--- config.mk ---
export PLATFORM = sky130hd
export DESIGN_NAME = regfile_write_arbiter
export DESIGN_NICKNAME = d
export VERILOG_FILES = /design/src/rtl/regfile_write_arbiter_pkg.sv /design/src/rtl/regfile_write_arbiter_rr_pick.sv /design/src/rtl/regfile_write_arbiter.sv
export SDC_FILE = /design/constraint.sdc
export NUM_CORES = 1
export LEC_CHECK = 0
export CAP_MARGIN = 10
export CORE_AREA = 2 2 152 154
export CTS_CLUSTER_SIZE = 10
export DETAILED_ROUTE_END_ITERATION = 10
export DIE_AREA = 0 0 154 156
export PLACE_DENSITY = 0.7
export SETUP_SLACK_MARGIN = 0.02
export SYNTH_ARGS = -nofsm -noshare
export SYNTH_HDL_FRONTEND = slang
export SYNTH_HIERARCHICAL = 1
export SYNTH_SLANG_ARGS = --single-unit
--- constraint.sdc ---
create_clock -name Clock -period 9.89 [get_ports Clock]
set_input_delay 1.978 -clock Clock [delete_from_list [all_inputs] [get_ports Clock]]
set_output_delay 1.978 -clock Clock [all_outputs]
set_load 0.01 [all_outputs]
--- src/rtl/regfile_write_arbiter_pkg.sv ---
// Shared defaults and FSM encoding for the register-file write arbiter.
package regfile_write_arbiter_pkg;

  localparam int unsigned NUM_REQ_DEF  = 4;
  localparam int unsigned NUM_REGS_DEF = 16;
  localparam int unsigned DATA_W_DEF   = 64;

  function automatic int unsigned addr_w(input int unsigned num_regs);
    return (num_regs > 1) ? $clog2(num_regs) : 1;
  endfunction

  localparam int unsigned ADDR_W_DEF = addr_w(NUM_REGS_DEF);

  typedef enum logic {
    ARB   = 1'b0,
    CLEAR = 1'b1
  } arb_state_e;

endpackage

--- src/rtl/regfile_write_arbiter_rr_pick.sv ---
// Round-robin select: first eligible requester after the last winner.
module rr_pick #(
  parameter int unsigned NUM_REQ = 4,
  parameter int unsigned IDX_W   = 2
) (
  input  logic [NUM_REQ-1:0] i_eligible,
  input  logic [IDX_W-1:0]   i_last,
  output logic [NUM_REQ-1:0] o_win,
  output logic [IDX_W-1:0]   o_idx,
  output logic               o_valid
);

  always_comb begin : pick
    int unsigned idx;
    idx     = 0;
    o_win   = '0;
    o_idx   = '0;
    o_valid = 1'b0;
    for (int unsigned k = 1; k <= NUM_REQ; k++) begin
      idx = (32'(i_last) + k) % NUM_REQ;
      if (!o_valid && i_eligible[idx]) begin
        o_win[idx] = 1'b1;
        o_idx      = IDX_W'(idx);
        o_valid    = 1'b1;
      end
    end
  end

endmodule

--- src/rtl/regfile_write_arbiter.sv ---
// Arbitrates write requesters onto a shared register-file write port,
// with a one-cycle global clear sequenced through a two-state FSM.
module regfile_write_arbiter
  import regfile_write_arbiter_pkg::*;
#(
  parameter int unsigned NUM_REQ  = NUM_REQ_DEF,
  parameter int unsigned NUM_REGS = NUM_REGS_DEF,
  parameter int unsigned DATA_W   = DATA_W_DEF,
  parameter int unsigned ADDR_W   = addr_w(NUM_REGS)
) (
  input  logic                       Clock,
  input  logic                       Clear_n,
  input  logic [NUM_REQ-1:0]         req,
  input  logic [NUM_REQ*ADDR_W-1:0]  req_addr,
  input  logic [NUM_REQ*DATA_W-1:0]  req_data,
  input  logic                       clr_all,
  output logic [NUM_REQ-1:0]         grant,
  output logic [DATA_W-1:0]          reg_D,
  output logic [NUM_REGS-1:0]        reg_Write,
  output logic [NUM_REGS-1:0]        reg_Clear,
  output logic                       busy,
  output logic [15:0]                contention_cnt
);

  localparam int unsigned IDX_W = (NUM_REQ > 1) ? $clog2(NUM_REQ) : 1;

  arb_state_e          r_state, w_state_nxt;
  logic [NUM_REQ-1:0]  r_grant, w_eligible, w_win;
  logic [IDX_W-1:0]    r_last, w_win_idx;
  logic                w_win_valid, w_issue, w_contend;
  logic [ADDR_W-1:0]   w_addr;
  logic [DATA_W-1:0]   w_data, r_reg_D;
  logic [NUM_REGS-1:0] r_reg_Write, w_write_dec;
  logic                r_busy;
  logic [15:0]         r_contention_cnt;

  // A requester granted this cycle is still holding req; mask it out.
  assign w_eligible = req & ~r_grant;

  rr_pick #(
    .NUM_REQ (NUM_REQ),
    .IDX_W   (IDX_W)
  ) u_rr_pick (
    .i_eligible (w_eligible),
    .i_last     (r_last),
    .o_win      (w_win),
    .o_idx      (w_win_idx),
    .o_valid    (w_win_valid)
  );

  always_comb begin
    w_state_nxt = r_state;
    w_issue     = 1'b0;
    w_contend   = 1'b0;
    w_write_dec = '0;
    w_addr      = req_addr[w_win_idx*ADDR_W +: ADDR_W];
    w_data      = req_data[w_win_idx*DATA_W +: DATA_W];
    case (r_state)
      ARB: begin
        w_contend = (w_eligible & (w_eligible - NUM_REQ'(1))) != '0;
        if (clr_all) w_state_nxt = CLEAR;
        else         w_issue     = w_win_valid;
      end
      CLEAR:   w_state_nxt = ARB;
      default: w_state_nxt = ARB;
    endcase
    // Register 0 reads as zero and out-of-range targets are dropped, but both still get a grant.
    if (w_issue && (w_addr != '0) && (32'(w_addr) < NUM_REGS))
      w_write_dec[w_addr] = 1'b1;
  end

  always_ff @(posedge Clock) begin
    if (!Clear_n) begin
      r_state          <= ARB;
      r_grant          <= '0;
      r_reg_Write      <= '0;
      r_reg_D          <= '0;
      r_busy           <= 1'b0;
      r_contention_cnt <= '0;
      r_last           <= IDX_W'(NUM_REQ - 1);
    end else begin
      r_state     <= w_state_nxt;
      r_grant     <= w_issue ? w_win : '0;
      r_reg_Write <= w_write_dec;
      r_busy      <= (|req) | (w_state_nxt == CLEAR);
      if (w_issue) begin
        r_reg_D <= w_data;
        r_last  <= w_win_idx;
      end
      if (w_contend && (r_contention_cnt != '1))
        r_contention_cnt <= r_contention_cnt + 16'd1;
    end
  end

  assign grant          = r_grant;
  assign reg_D          = r_reg_D;
  assign reg_Write      = r_reg_Write;
  assign reg_Clear      = {NUM_REGS{r_state == CLEAR}};
  assign busy           = r_busy;
  assign contention_cnt = r_contention_cnt;

endmodule
==> metrics.md <==
| Metric | Value |
|---|---|
| Routability cong. | between 0.8 and 0.9 |
| Critical Path Sink Type | register |
| Commonest cells after routing, fill and taps aside | 395 x clkdlybuf4s50_1, 104 x dfxtp_1, 82 x a21oi_1, 79 x nand2_1, 75 x mux2i_1 |
| DR WL/cell | 19.2 µm |
| CTS clk-pin slew, worst paths | 0.08 ns |
| Unrepaired setup endpoints after global routing | no |
| Die height | 156 µm |
| CP max FO | roughly 100 |
| CP required | approximately 10 ns |
| Die width | 154 µm |
| DRC violations left | 0 |
| Synth Warn # | 6 |
| Io pins | ~400 |
| Final setup viols | 0 |
| Met3 Use GR | 6.67% |
| Finished Layout Cells | about 1.3k |
| Met2 capacity usage during global routing | 34.1% |
| Rows | 55 |
| Core footprint | 22400 µm² |
| Vias | 6629 |
| Cts hold-fix bufs | 0 |
| Vias per cell | around 5.0 |
| Initial antenna violation count | 5 |
| First-pass GRT wire length | 37.7 mm |
| Yosys reg bits | 104 |
| DIE AREA | 24000 µm² |
| Post-synth top area share | 33.5% |
| Most common cell after layout, fill and taps aside | clkdlybuf4s50_1 |
| Final Hold Fails | 0 |
| Final nets | ~1.3k |
| CP Launch Type | input pin |
| Critical path arrival | 5.59 ns |
| Number of antenna-violating nets in the routed design | 0 |
| Post-DP HPWL | 19.2 mm |
| Fin crit share | 53.6% |
| Global-route total usage across every layer | approximately a fifth |
| Dominant cells by area after synthesis | dfxtp_1 33%, mux4_2 13%, mux2i_1 12% |
| Rel. slew slack | between 20% and 30% |
| # resized after CTS | 0 |
| Kind of critical path | in2reg |
| Total Routed Length | 25.2 mm |
| Clock root buffer | clkbuf_16 |
| Max frequency | 189 MHz |
| MaxCap Viol Count | 0 |
| Syn Std Cell Area | between 6000 and 7000 µm² |
| CTS Buf Count | 9 |
| Most used routing layer | met2 |
| First drt pass iteration count | 5 |
| Placed insts | between 1k and 1.5k |
| Cell taking the most area after synthesis | dfxtp_1 |
| Clock Tree Buf Depth | 2 |
| Layout area overhead | 69.8% |
| Post-CTS Setup Bufs | 0 |
| Pleak | around 3.7 nW |
| Worst-Skew Late Latency | approximately 0.36 ns |
| Count of input and output buffers | 395 |
| Sequential element share of the synthesized area | 33.5% |
| Synthesized Nets | 972 |
| Clk sinks | between 100 and 150 |
| FILL cells | roughly 2.2k |
| Vias in the first global route | 6474 |
| Status | finished clean |
| Fin Clk Skew | 0.0146 ns |
| Tmin final | ~5.3 ns |
| Power per Cell Area | 138 nW/µm² |
| Syn Area/Cell | approximately 9 µm² |
| GRT met1 Usage | 24.9% |
| Initial DRC count | 320 |
| CTS tree | built |
| Post-route setup TNS | 0 ns |
| H-Tree Level Count | 3 |
| Starting Density | 27.8% |
| Hold Crit Class | reg2reg |
| Synthesized instance count | 684 |
| Largest net degree at the start of global routing | about 110 |
| Fin. max-slew vios | 0 |
| Final hold slack | approximately 0.45 ns |
| Worst-margin pin slew | 1.17 ns |
| Layout cells sized above 1 | 7.30% |
| Cell variety after synth | 47 |
| Gr ovfl total | 0 |
| Peak supply drop | 0.0734 mV |
[metrics by stage]
stage	setup slack (ns)	area [µm²]	power [mW]	utilization, %
after floorplan	5.25	6220	0.838	-
after global placement	4.38	10200	1.09	45.8
after detailed placement	4.31	10200	1.10	45.8
after CTS	4.69	10500	1.47	47.1
after global routing	4.54	10600	1.54	47.2
final	4.59	10600	1.46	47.2
[layer usage]
metal | share of wire, % | vias up | wire length (µm)
li1 | - | 3215 | -
met1 | 41 | 3099 | 10400
met2 | 49 | 290 | 12300
met3 | 8.3 | 23 | 2090
met4 | 1.7 | 2 | 433
met5 | 0.052 | - | 13
[state kept, by name, summed over array words and instances (netlist names)]
register	count
reg_D	64
grant	4
r_state	1
contention_cnt	16
reg_Write	16
busy	1
r_last	2
[kinds of logic (layout without fill, tap and decap cells)]
| family | Yosys count | after routing | share of synthesized area [%] |
|---|---|---|---|
| AO/OA/AOI/OAI | 157 | 157 | 15.1 |
| adder cells (fa/ha/maj) | 9 | 9 | 1.81 |
| buffers and inverters | 90 | 433 | 7.43 |
| multiplexers | 111 | 111 | 24.9 |
| AND/OR/NAND/NOR | 212 | 212 | 17.2 |
| flip-flops | 104 | 104 | 33.5 |
| other | 1 | 5 | 0.0603 |
[layout make-up]
type,instances,area (µm²),share of cell area (%)
multi-input combinational,490,3720,35.3
sequential,104,2080,19.7
clock inverter,7,83.8,0.794
inverter,15,56.3,0.533
antenna,4,10.0,0.0948
clock buffer,9,225,2.13
tap,285,357,3.38
timing repair buffer,402,4020,38.1
[report_power, final]
part	leakage [nW]	internal [mW]	switching, mW
clock network	0.149	0.181	0.195
registers	0.850	0.458	0.0269
logic	2.71	0.334	0.262
total	3.71	0.973	0.484
[synthesized netlist by cell type, drive strengths merged]
| master | number |
|---|---|
| nor3b | 2 |
| dfxtp | 104 |
| and2b | 1 |
| a21oi | 82 |
| o211a | 1 |
| conb | 1 |
| nor2 | 26 |
| a31oi | 5 |
| buf | 36 |
| or3b | 2 |
| nand3 | 11 |
| o21ai | 5 |
| o221ai | 1 |
| nor4 | 5 |
| o22ai | 35 |
| o41ai | 1 |
| nand4b | 1 |
| a221oi | 1 |
| nand2 | 80 |
| o31a | 1 |
| ha | 9 |
| nor3 | 36 |
| a311o | 1 |
| or3 | 7 |
| o31ai | 14 |
| or2 | 3 |
| or4b | 1 |
| clkbuf | 39 |
| nand2b | 6 |
| and3 | 5 |
| a211oi | 5 |
| mux2 | 1 |
| nand3b | 2 |
| a2111o | 4 |
| inv | 15 |
| o311ai | 1 |
| or4 | 10 |
| mux2i | 75 |
| nor2b | 3 |
| mux4 | 35 |
| nor4bb | 1 |
| nand4 | 10 |
[critical path, stage by stage]
cell             delay [ns]
clkdlybuf4s50_1        0.47
and2b_1                0.35
nor2_1                 0.14
a311o_1                0.44
a221oi_4               0.29
buf_12                 0.50
mux4_2                 0.64
or3_1                  0.41
nor2_1                 0.11
[worst paths after layout]
path         startpoint      endpoint  slack (ns)  depth (start not counted)
max              req[1]  reg_Write[1]        4.59                          9
min           reg_D[43]     reg_D[43]        0.45                          2
max reg2reg   r_last[0]  reg_Write[1]        5.38                         10
min reg2reg   reg_D[43]     reg_D[43]        0.45                          2
Note: power is estimated with default switching activity, not from simulation.
